$ cat config.mk
export PLATFORM = sky130hd
export DESIGN_NAME = accumulator_round_robin_scheduler
export DESIGN_NICKNAME = d
export VERILOG_FILES = /design/src/rtl/accumulator_scheduler_pkg.sv /design/src/rtl/arbiter_round_robin.sv /design/src/rtl/accumulator_round_robin_scheduler.sv
export SDC_FILE = /design/constraint.sdc
export NUM_CORES = 1
export LEC_CHECK = 0
export ABC_AREA = 1
export BUFFER_PORTS_ARGS = -buffer_cell sky130_fd_sc_hd__buf_2
export CAP_MARGIN = 30
export CORE_MARGIN = 2
export CORE_UTILIZATION = 50
export CTS_BUF_LIST = sky130_fd_sc_hd__clkbuf_4 sky130_fd_sc_hd__clkbuf_8
export DETAILED_ROUTE_END_ITERATION = 6
export PLACE_DENSITY = 0.79
export SYNTH_ARGS = -nofsm -noshare
export SYNTH_HDL_FRONTEND = slang
export SYNTH_SLANG_ARGS = --single-unit
$ cat constraint.sdc
create_clock -name clock -period 6.1 [get_ports clock]
set_input_delay 0.305 -clock clock [delete_from_list [all_inputs] [get_ports clock]]
set_output_delay 0.305 -clock clock [all_outputs]
set_load 0.1 [all_outputs]
$ cat src/rtl/accumulator_scheduler_pkg.sv
// Shared types and helpers for the round-robin accumulator scheduler:
// FSM states, index-width function and the saturating-add result.
package accumulator_scheduler_pkg;

  typedef enum logic {
    IDLE    = 1'b0,
    RESPOND = 1'b1
  } sched_state_t;

  // Arithmetic runs at this fixed width; WORD_WIDTH must stay below it so
  // the sign-extended sum of two words can never wrap.
  localparam int SAT_WIDTH = 64;

  typedef struct packed {
    logic signed [SAT_WIDTH-1:0] value;
    logic                        saturated;
  } sat_result_t;

  function automatic int clog2(input int n);
    int r;
    r = 0;
    while ((1 << r) < n) r++;
    return (r < 1) ? 1 : r;
  endfunction

  function automatic sat_result_t sat_add(
    input logic signed [SAT_WIDTH-1:0] acc,
    input logic signed [SAT_WIDTH-1:0] inc,
    input logic signed [SAT_WIDTH-1:0] max_lim,
    input logic signed [SAT_WIDTH-1:0] min_lim
  );
    sat_result_t                 r;
    logic signed [SAT_WIDTH-1:0] sum;
    sum         = acc + inc;
    r.value     = sum;
    r.saturated = 1'b0;
    if (sum > max_lim) begin
      r.value     = max_lim;
      r.saturated = 1'b1;
    end else if (sum < min_lim) begin
      r.value     = min_lim;
      r.saturated = 1'b1;
    end
    return r;
  endfunction

endpackage

$ cat src/rtl/arbiter_round_robin.sv
// Combinational round-robin arbiter: the first request found searching
// cyclically from pointer+1 wins a one-hot grant.
module arbiter_round_robin #(
  parameter int REQUESTER_COUNT = 4,
  parameter int IDX_WIDTH       = 2
) (
  input  logic [REQUESTER_COUNT-1:0] requests,
  input  logic [IDX_WIDTH-1:0]       pointer,
  input  logic                       enable,
  output logic [REQUESTER_COUNT-1:0] grant,
  output logic [IDX_WIDTH-1:0]       index
);

  logic [IDX_WIDTH-1:0]       cand [REQUESTER_COUNT];
  logic [REQUESTER_COUNT-1:0] cand_hit;
  logic                       found;

  // cand[gi] is the requester examined at search position gi.
  for (genvar gi = 0; gi < REQUESTER_COUNT; gi++) begin : g_cand
    logic [IDX_WIDTH:0] raw;
    assign raw = {1'b0, pointer} + (IDX_WIDTH+1)'(gi + 1);
    assign cand[gi] = (raw >= (IDX_WIDTH+1)'(REQUESTER_COUNT))
                      ? IDX_WIDTH'(raw - (IDX_WIDTH+1)'(REQUESTER_COUNT))
                      : IDX_WIDTH'(raw);
    assign cand_hit[gi] = requests[cand[gi]];
  end

  always_comb begin
    grant = '0;
    index = '0;
    found = 1'b0;
    for (int k = 0; k < REQUESTER_COUNT; k++) begin
      if (enable && !found && cand_hit[k]) begin
        found          = 1'b1;
        grant[cand[k]] = 1'b1;
        index          = cand[k];
      end
    end
  end

endmodule

$ cat src/rtl/accumulator_round_robin_scheduler.sv
// One signed saturating accumulator shared by several requesters through a
// round-robin grant, with a privileged load port and a tagged response.
module accumulator_round_robin_scheduler
  import accumulator_scheduler_pkg::*;
#(
  parameter int WORD_WIDTH      = 16,
  parameter int REQUESTER_COUNT = 4,
  parameter int INITIAL_VALUE   = 0,
  localparam int IDX_WIDTH      = clog2(REQUESTER_COUNT)
) (
  input  logic                                  clock,
  input  logic                                  reset_n,
  input  logic                                  clear,
  input  logic signed [WORD_WIDTH-1:0]          max_limit,
  input  logic signed [WORD_WIDTH-1:0]          min_limit,
  input  logic [REQUESTER_COUNT*WORD_WIDTH-1:0] request_increment,
  input  logic [REQUESTER_COUNT-1:0]            request_valid,
  output logic [REQUESTER_COUNT-1:0]            request_ready,
  input  logic signed [WORD_WIDTH-1:0]          load_value,
  input  logic                                  load_valid,
  output logic                                  load_ready,
  output logic                                  response_valid,
  input  logic                                  response_ready,
  output logic signed [WORD_WIDTH-1:0]          response_value,
  output logic [IDX_WIDTH-1:0]                  response_requester,
  output logic                                  response_overflow,
  output logic signed [WORD_WIDTH-1:0]          accumulated_value
);

  localparam logic signed [WORD_WIDTH-1:0] INIT_WORD  = WORD_WIDTH'(INITIAL_VALUE);
  localparam logic [IDX_WIDTH-1:0]         LAST_INDEX = IDX_WIDTH'(REQUESTER_COUNT - 1);

  sched_state_t                 state_reg, state_next;
  logic signed [WORD_WIDTH-1:0] acc_reg, acc_next;
  logic [IDX_WIDTH-1:0]         ptr_reg, ptr_next;
  logic [IDX_WIDTH-1:0]         rsp_req_reg, rsp_req_next;
  logic                         ovf_reg, ovf_next;

  logic                         can_issue;
  logic                         arb_enable;
  logic                         inc_fire;
  logic [REQUESTER_COUNT-1:0]   grant;
  logic [IDX_WIDTH-1:0]         grant_index;
  logic signed [WORD_WIDTH-1:0] inc_array [REQUESTER_COUNT];
  logic signed [WORD_WIDTH-1:0] inc_sel;
  sat_result_t                  sat_result;

  for (genvar gi = 0; gi < REQUESTER_COUNT; gi++) begin : g_unpack
    assign inc_array[gi] = request_increment[gi*WORD_WIDTH +: WORD_WIDTH];
  end

  // The slot is free when idle or when the pending response drains this edge;
  // readies stay low while reset_n is held so nothing is offered in reset.
  assign can_issue  = reset_n && !clear && ((state_reg == IDLE) || response_ready);
  assign load_ready = can_issue && load_valid;
  assign arb_enable = can_issue && !load_valid;

  arbiter_round_robin #(
    .REQUESTER_COUNT(REQUESTER_COUNT),
    .IDX_WIDTH      (IDX_WIDTH)
  ) u_arbiter (
    .requests(request_valid),
    .pointer (ptr_reg),
    .enable  (arb_enable),
    .grant   (grant),
    .index   (grant_index)
  );

  assign request_ready = grant;
  assign inc_fire      = |grant;
  assign inc_sel       = inc_array[grant_index];
  assign sat_result    = sat_add(SAT_WIDTH'(acc_reg), SAT_WIDTH'(inc_sel),
                                 SAT_WIDTH'(max_limit), SAT_WIDTH'(min_limit));

  always_comb begin
    state_next   = state_reg;
    acc_next     = acc_reg;
    ptr_next     = ptr_reg;
    rsp_req_next = rsp_req_reg;
    ovf_next     = ovf_reg;
    if (clear) begin
      state_next = IDLE;
      acc_next   = INIT_WORD;
      ovf_next   = 1'b0;
    end else if (load_ready) begin
      state_next = IDLE;
      acc_next   = load_value;
      ovf_next   = 1'b0;
    end else if (inc_fire) begin
      state_next   = RESPOND;
      acc_next     = WORD_WIDTH'(sat_result.value);
      ovf_next     = sat_result.saturated;
      rsp_req_next = grant_index;
      ptr_next     = grant_index;
    end else if ((state_reg == RESPOND) && response_ready) begin
      state_next = IDLE;
    end
  end

  always_ff @(posedge clock or negedge reset_n) begin
    if (!reset_n) begin
      state_reg   <= IDLE;
      acc_reg     <= INIT_WORD;
      ptr_reg     <= LAST_INDEX;
      rsp_req_reg <= '0;
      ovf_reg     <= 1'b0;
    end else begin
      state_reg   <= state_next;
      acc_reg     <= acc_next;
      ptr_reg     <= ptr_next;
      rsp_req_reg <= rsp_req_next;
      ovf_reg     <= ovf_next;
    end
  end

  // The accumulator only moves on an issue, so it doubles as the response.
  assign response_valid     = (state_reg == RESPOND);
  assign response_value     = acc_reg;
  assign accumulated_value  = acc_reg;
  assign response_requester = rsp_req_reg;
  assign response_overflow  = ovf_reg;

endmodule

==> run metrics, run 1 <==
top_reg_cell synth dfrtp_1; Tmin final 5.578 ns; critical path launch point type flop; Final Cycle Share 91.44%; drt total wl 13,890 um; Vias 5,593; WP data required 6.30 ns; GRT Resource Usage Total 24.88%; FFs w/ async S/R, synth 100.0%; CP max-delay cell dfstp_2; Placeable Area 0.009684 mm^2; top cells by area, synth nand2_1 18%, ha_1 14%, inv_1 10%, dfrtp_1 10%, nand3_1 9.1%; Netlist cell types 42; Clock Sinks 22; CTS tree done; top cell type's share of synthesized area 18.04%; count leader, synth nand2_1; number of global-route vias before repair 5,001; Critical Path Source ptr_reg[0]$_DFFE_PN1P_; clk_lat worst skew 0.26 ns; Multi-input gate area 0.003615 mm^2; Finish-stage setup viols 0; skew final 0.003486 ns; worst r2r src ptr_reg[0]$_DFFE_PN1P_; Most common cell on crit path nand2_1; crit path capture type flop; final global-route overflow total 0; flop-to-flop setup slack 0.52 ns; HP Class in -> async; total CTS buffers 3; DR WL/cell 12.87 um; Port-buffer cells 161; post-synthesis net count 981; Synth Cell Area 0.004951 mm^2; drc violations 0; worst relative slew slack 41.88%; initial antenna violation count 0; Layout area overhead 18.15%; register area share after synthesis 11.17%; CTS H-tree depth 1; share of layout cells above drive strength 1 27.80%; fmax 0.1793 GHz; final hold viol count 0; Worst path max stage delay 0.60 ns; Post-synth EDFFs 0; Initial Util 51.12%; CP Data Arrival Time 5.78 ns; Max Cap Violations 0; crit-path max FO 22; register cell area after layout 553.0 um^2; GP Congestion 0.9432; Rows 36; Setup TNS 0 ns; Largest register FFs 16; critical path class reg -> reg; Least-Margin Pin Slew 0.8709 ns; Die ar. 0.01071 mm^2; chip height 103.5 um; nets 1,124; cell chosen for the clock root clkbuf_8; Ys Warns 0; Mean Syn Cell Area 6.158 um^2; initial DRC count 291; diode count 0; Final ANT Viol Nets 0; Detailed Place HPWL 11,590 um; Via density 5.184; largest net degree at the start of global routing 34; Layout fillers 984; outcome finished, final reports clean; first-pass GRT wire length 22,610 um; top cell type by total area after synthesis nand2_1; most instantiated cells after synthesis 238 x nand2_1, 134 x inv_1, 90 x nand3_1; Mapped Cells 804; die width 103.5 um; io pins 162; #FFs+latches synth 22; clk slew on worst S/H paths 0.08 ns; final count of pins violating max slew 0; Max clock buf depth 2; drt first pass iters 5; RSZ-0062 raised after global routing false
-- placed cells by master, fill, tap and decap left out, drive strengths merged --
cell type,synthesis,final
nand2,257,257
buf,31,178
inv,137,137
nand3,104,104
ha,55,55
or2,46,46
nor2,44,44
nand4,22,22
dfrtp,20,20
a21oi,18,18
o2111ai,15,15
o211ai,15,15
nand3b,7,7
xor2,6,6
o21ai,5,5
clkbuf,9,4
nor3,3,3
a21o,2,2
dfstp,2,2
and2,2,2
o221ai,1,1
a22oi,1,1
clkinv,1,1
fa,1,1
-- critical path: cells and delay by family (launching register included) --
family                     cells  cell delay [ns]
and+or+nand+nor               27             2.80
AOI/OAI and AO/OA              2             0.23
buffers and inverters          5             0.74
adders and majority gates      3             1.15
DFF                            1             0.60
-- per-stage QoR --
| stage | util (%) | instance area, um^2 | setup slack [ns] | hold slack [ns] | std cells |
|---|---|---|---|---|---|
| floorplan | - | 4951 | 0.9133 | 0.009409 | 804 |
| global placement | 59.12 | 5725 | 0.3124 | 0.3755 | 1070 |
| detailed placement | 59.12 | 5725 | 0.2567 | 0.3708 | 1070 |
| CTS | 59.69 | 5781 | 0.2263 | 0.09223 | 1074 |
| global route | 60.40 | 5849 | 0.02469 | 0.1112 | 1079 |
| finish | 60.40 | 5849 | 0.5220 | 0.09829 | 1079 |
-- cells by family (layout without fill, tap and decap cells) --
logic type | Yosys count | count (layout) | synth area share [%]
adder cells (fa/ha/maj) | 56 | 56 | 14.30
AO/OA/AOI/OAI | 57 | 57 | 9.249
flip-flops | 22 | 22 | 11.17
AND/OR/NAND/NOR | 485 | 485 | 47.89
buffers and inverters | 178 | 320 | 16.33
XOR/XNOR | 6 | 6 | 1.061
-- per-layer routing --
| layer | global-route usage (%) | vias to the layer above | wire length [um] | part of all wire [%] |
|---|---|---|---|---|
| met5 | 0 | - | 0 | 0 |
| met2 | 42.29 | 209 | 6499 | 47 |
| met4 | 6.178 | 0 | 377 | 2.7 |
| met3 | 2.329 | 30 | 814 | 5.9 |
| li1 | - | 2862 | - | - |
| met1 | 34.09 | 2492 | 6194 | 45 |
-- final timing paths --
check | endpoint | cells past startpoint
worst min register to register | response_overflow$_DFFE_PN0P_ | 2
worst max-delay path | accumulated_value[6]$_DFFE_PN0P_ | 37
max in group asynchronous | ptr_reg[0]$_DFFE_PN1P_ | 2
min in group clock | response_valid$_DFFE_PN0P_ | 2
worst min-delay path | accumulated_value[11]$_DFFE_PN0P_ | 2
worst max register to register | accumulated_value[6]$_DFFE_PN0P_ | 37
-- timing repair --
action	4_1_cts	5_1_grt
endpoints found under the setup margin	0	17
buffers inserted	0	5
hold buffers	0	0
resized for setup	0	12
-- final cells by class --
class | instances | share of cell area, %
Multi-Input combinational cell | 604 | 61.80
Timing Repair Buffer | 178 | 16.02
Sequential cell | 22 | 9.455
Inverter | 138 | 8.941
Tap cell | 133 | 2.845
Clock buffer | 4 | 0.9412
Power of run 1 is left out: the tool's default activity adds up to more than one toggle a clock period on the data nets, which glitch-free logic cannot reach.
==> inputs of run 2 (changes only) <==
ABC_AREA = default   (was 1)
CORE_UTILIZATION = 30   (was 50)
PLACE_DENSITY = 0.54   (was 0.79)
SYNTH_HIERARCHICAL = 1   (was default)
==> run 2 against run 1 <==
Maximum frequency decreased by 4.4%. Count of clock-buffer cells in the layout unchanged. Clock skew about the same. Cell count decreased by 23%. Via count decreased by 21%. Setup slack got worse by 0.26 ns. Critical endpoint is now accumulated_value[11]$_DFFE_PN0P_. Core utilization decreased by 20 points. Register-to-register slack got worse by 0.26 ns.
==> run metrics, run 2 <==
RR Endpoint accumulated_value[11]$_DFFE_PN0P_; Via density 5.316; count leader, synth ha_1; Netlist cell types 68; crit-path max FO 6; clk_lat worst skew 0.30 ns; die width 119.7 um; Final ANT Viol Nets 0; first-pass GRT wire length 23,260 um; CTS H-tree depth 1; CP Data Arrival Time 6.03 ns; IR Drop Worst-Case VDD 0.1241 mV; clk slew on worst S/H paths 0.11 ns; top cells by area, synth ha_1 17%, dfrtp_1 12%, mux4_2 10%, inv_1 5.0%, a21oi_1 4.9%; initial antenna violation count 0; diode count 0; top cell type by total area after synthesis ha_1; LEAKAGE 0.002641 uW; Detailed Place HPWL 11,820 um; Least-Margin Pin Slew 1.007 ns; Initial Util 30.57%; Clock Sinks 22; Finish-stage setup viols 0; Synth Cell Area 0.004016 mm^2; share of layout cells above drive strength 1 40.55%; top_reg_cell synth dfrtp_1; FFs w/ async S/R, synth 100.0%; drt total wl 15,090 um; GP Congestion 0.8705; io pins 162; fmax 0.1714 GHz; outcome finished, final reports clean; worst r2r src ptr_reg[0]$_DFFE_PN1P_; Placeable Area 0.01314 mm^2; critical path launch point type flop; most instantiated cells after synthesis 56 x ha_1, 53 x inv_1, 39 x a21oi_1; Tmin final 5.833 ns; DR WL/cell 18.14 um; final count of pins violating max slew 0; crit path capture accumulated_value[11]$_DFFE_PN0P_; WP data required 6.30 ns; commonest non-fill, non-tap cell in the layout buf_2; Port-buffer cells 161; crit path capture type flop; total power 2058 uW; reg2reg path depth 23; Critical Path Source ptr_reg[0]$_DFFE_PN1P_; Largest register FFs 16; Max clock buf depth 2; Layout fillers 1,363; Power Density 383.6 mW/mm^2; GRT Resource Usage Total 20.61%; CTS tree done; initial DRC count 223; Mapped Cells 489; final global-route overflow total 0; Finished Layout Cells 832; Ys Warns 6; skew final 0.003230 ns; number of global-route vias before repair 4,492; commonest non-fill, non-tap cells in the layout 161 x buf_2, 53 x ha_1, 52 x inv_1; Layout area overhead 33.58%; Max Cap Violations 0; Final Cycle Share 95.63%; HP Class in -> async; worst relative slew slack 32.77%; chip height 119.7 um; flop-to-flop setup slack 0.27 ns; largest net degree at the start of global routing 24; top cell type's share of synthesized area 17.45%; post-synthesis net count 667; total CTS buffers 3; cell chosen for the clock root clkbuf_8; drt first pass iters 4; Rows 42; Die ar. 0.01433 mm^2; final hold viol count 0; critical path class reg -> reg; Inst Count DP 817; #FFs+latches synth 22; drc violations 0; Vias 4,423; nets 835; register area share after synthesis 13.77%; Mean Syn Cell Area 8.213 um^2; Post-synth EDFFs 0
## run 2: changes by cell type after synthesis, sizes merged, moves of 24 or more
cell,change
nand2,-238
inv,-83
nand3,-82
or2,-42
a21oi,+24
## run 2: worst min-delay path by stage
stage                                        to  cells past startpoint
6_report       accumulated_value[2]$_DFFE_PN0P_                      2
5_1_grt        accumulated_value[2]$_DFFE_PN0P_                      2
4_1_cts        accumulated_value[2]$_DFFE_PN0P_                      2
3_5_place_dp   accumulated_value[2]$_DFFE_PN0P_                      2
3_3_place_gp   accumulated_value[2]$_DFFE_PN0P_                      2
2_1_floorplan  accumulated_value[0]$_DFFE_PN0P_                      0
## run 2: final cells by class
class / count / area [um^2] / share of cell area (%)
Multi-Input combinational cell: 376 / 3207 / 59.77
Timing Repair Buffer: 200 / 1126 / 20.99
Sequential cell: 22 / 554.3 / 10.33
Tap cell: 176 / 220.2 / 4.104
Inverter: 54 / 202.7 / 3.778
Clock buffer: 4 / 55.05 / 1.026
## run 2: cell families after synthesis
group | synth area share, %
flops | 13.77
compound gates | 22.40
xor+xnor | 2.181
fa+ha+maj | 17.94
buf+inv | 10.40
mux | 15.11
simple gates | 18.19
## run 2: layer usage
layer	track usage [%]	share of wire [%]
met5	0	0
met3	2.234	6.3
met4	6.176	2.1
met1	25.45	41
met2	37.57	51
## run 2: critical path, cell delays in order, from the launching register on
cell,delay (ns)
dfstp_2,0.59
mux4_2,0.53
or2_1,0.26
a21oi_2,0.20
o2bb2ai_4,0.17
mux4_2,0.33
ha_1,0.24
inv_1,0.08
fa_2,0.23
nor2b_4,0.05
o31a_4,0.31
o211ai_4,0.22
nand2_1,0.09
a211o_1,0.32
and2_1,0.19
ha_1,0.31
nand4_1,0.14
nor4_2,0.32
a21boi_2,0.20
o31a_1,0.20
and2_0,0.14
buf_4,0.18
a221oi_1,0.09
a311oi_1,0.33
## run 2: timing repair
action / 4_1_cts / 5_1_grt
setup buffers: 5 / 6
resized for setup: 3 / 25
endpoints found under the setup margin: 15 / 16
pin swaps: 2 / 9
hold buffers: 0 / 0
## run 2: per-stage QoR
step | utilization (%) | setup WS (ns) | area (um^2) | setup TNS, ns | hold slack (ns)
floorplan | - | 0.08967 | 4019 | 0 | 0.009409
global placement | 38.63 | 0.09199 | 5075 | 0 | 0.3810
detailed placement | 38.63 | -0.09716 | 5075 | -0.5762 | 0.3968
CTS | 39.39 | 0.02826 | 5175 | 0 | 0.06736
global route | 40.84 | -0.02965 | 5365 | -0.06426 | 0.07682
finish | 40.84 | 0.2667 | 5365 | 0 | 0.05218
## run 2: report_power, final
group          switching [uW]  total [uW]  internal, uW  leakage [uW]
registers                37.2         216           179      0.000289
clock network            70.2         129          58.3     0.0000288
logic                    1100        1710           617       0.00232
Note: power is estimated with default switching activity, not from simulation.
==> inputs of run 3 (changes only) <==
CAP_MARGIN = 20   (was 30)
CORE_UTILIZATION = 50   (was 30)
PLACE_DENSITY = 0.82   (was 0.54)
clock period = 7.55 ns   (was 6.1 ns; I/O delays follow)
==> run 3 against run 2 <==
Cell area is 9.4% lower. Highest routed layer unchanged. Via count is 0.41% lower. Total power is 29% lower. Global-route usage is 8.7 points higher. Die area is 39% lower. Cell count is 13% lower. Critical path depth is 1 higher. Wire length is 13% lower.
==> run metrics, run 3 (same netlist as run 2, synthesis figures left out) <==
CTS H-tree depth 1; Detailed Place HPWL 10,260 um; Initial Util 51.71%; final count of pins violating max slew 0; nets 802; number of global-route vias before repair 4,371; Port-buffer cells 161; NetSw 903.6 uW; critical path class reg -> reg; total CTS buffers 3; LEAKAGE 0.002460 uW; Metal-1 WL 5049 um; Gates resized, CTS repair 0; Placeable Area 0.007767 mm^2; highest metal used met4; Placement Cell Area 0.004796 mm^2; diode count 0; clock share of power 6.4%; final global-route overflow total 0; hold_buf cts 0; Least-Margin Pin Slew 0.9214 ns; initial antenna violation count 0; drc violations 0; routed wl met3 1207 um; HP Class in -> async; register cell area after layout 553.0 um^2; commonest non-fill, non-tap cell in the layout buf_2; Max Cap Violations 0; clk slew on worst S/H paths 0.10 ns; skew final 0.007539 ns; Sw Ratio 61.44%; Layout area overhead 21.06%; share of layout cells above drive strength 1 34.35%; IR Drop Worst-Case VDD 0.1243 mV; Via density 6.076; CP Data Arrival Time 7.26 ns; crit path capture type flop; GRT Resource Usage Total 29.28%; Die ar. 0.008766 mm^2; Crit path buffers/inverters 3; Finish-stage setup viols 0; outcome finished, final reports clean; Clock Sinks 22; Final Cycle Share 93.80%; final hold viol count 0; Final Cell Area 0.004862 mm^2; Comb pwr share 81.4%; io pins 162; crit-path max FO 15; met2 WL 6467 um; clk_lat worst skew 0.28 ns; DR WL/cell 18.04 um; initial DRC count 339; Tmin final 7.082 ns; Max clock buf depth 2; CTS tree done; Vias 4,405; RSZ-0062 raised after global routing false; Most common cell on crit path ha_1; critical path launch point type flop; Levels on crit path 24; reg2reg path depth 24; Setup TNS 0 ns; chip height 93.63 um; commonest non-fill, non-tap cells in the layout 161 x buf_2, 56 x ha_1, 53 x inv_1; worst relative slew slack 38.51%; Final ANT Viol Nets 0; post-CTS setup repair buffer count 0; Multi-input gate area 0.003069 mm^2; die width 93.63 um; Power Density 302.5 mW/mm^2; Worst path max stage delay 0.71 ns; cell chosen for the clock root clkbuf_8; Rows 32; CP max-delay cell dfstp_2; part of the power in registers 12.2%; flop-to-flop setup slack 0.47 ns; largest net degree at the start of global routing 24; Layout fillers 731; drt first pass iters 5; family with the most delay on the worst path compound AO/OA/AOI/OAI gates; internal power component 567.2 uW; drt total wl 13,080 um; GP Congestion 0.9513; CP Cell Sequence inv_1, ha_1, a221o_1, o311ai_0, o2bb2ai_2, buf_6, mux4_2, ha_1, inv_1, fa_1, nor2b_4, o31a_4, o211ai_2, a21oi_2, o41ai_4, xnor2_1, ha_1, nand3_1, nor4_1, a21boi_1, o31a_1, and2_0, a221oi_1, a311oi_1; fmax 0.1412 GHz; Largest register FFs 16; WP data required 7.73 ns; first-pass GRT wire length 20,540 um
## run 3: power groups by stage
stage	Sequential [uW]	Clock, uW	Combinational, uW
after floorplan	336	0	801
after global placement	179	0	1160
after detailed placement	182	0	1180
after CTS	180	95.2	1190
after global routing	185	101	1290
final	180	93.8	1200
## run 3: layer usage
metal  GRT usage (%)  vias to the layer above
li1                -                     2065
met1           34.39                     2065
met2           53.30                      242
met3           5.077                       33
met4           10.39                        0
met5               0                        -
## run 3: layout make-up
type                    count  area share, %
multi-input cells         376          63.12
flip-flops and latches     22          11.37
inverters                  54          4.169
clock buffers               4          1.132
repair buffers            167          17.58
well taps                 102          2.625
## run 3: worst paths after layout
check,from,endpoint
max in group asynchronous,reset_n,ptr_reg[1]$_DFFE_PN1P_
max reg2reg,ptr_reg[1]$_DFFE_PN1P_,accumulated_value[15]$_DFFE_PN0P_
max,ptr_reg[1]$_DFFE_PN1P_,accumulated_value[15]$_DFFE_PN0P_
min in group clock,load_value[7],accumulated_value[7]$_DFFE_PN0P_
min reg2reg,response_requester[1]$_DFFE_PN0P_,response_requester[1]$_DFFE_PN0P_
min,reset_n,accumulated_value[0]$_DFFE_PN0P_
## run 3: stage by stage
stage                     util, %  hold slack (ns)  cells  setup WS, ns  total power [uW]
final                       62.60          0.09110    725        0.4679              1471
after global routing        62.60           0.1237    725       0.03050              1578
after global placement      61.74           0.4036    720        0.5678              1337
after CTS                   62.45           0.1024    724        0.3077              1462
after floorplan                 -          0.08191    489         1.342              1136
after detailed placement    61.74           0.4087    720        0.3014              1362
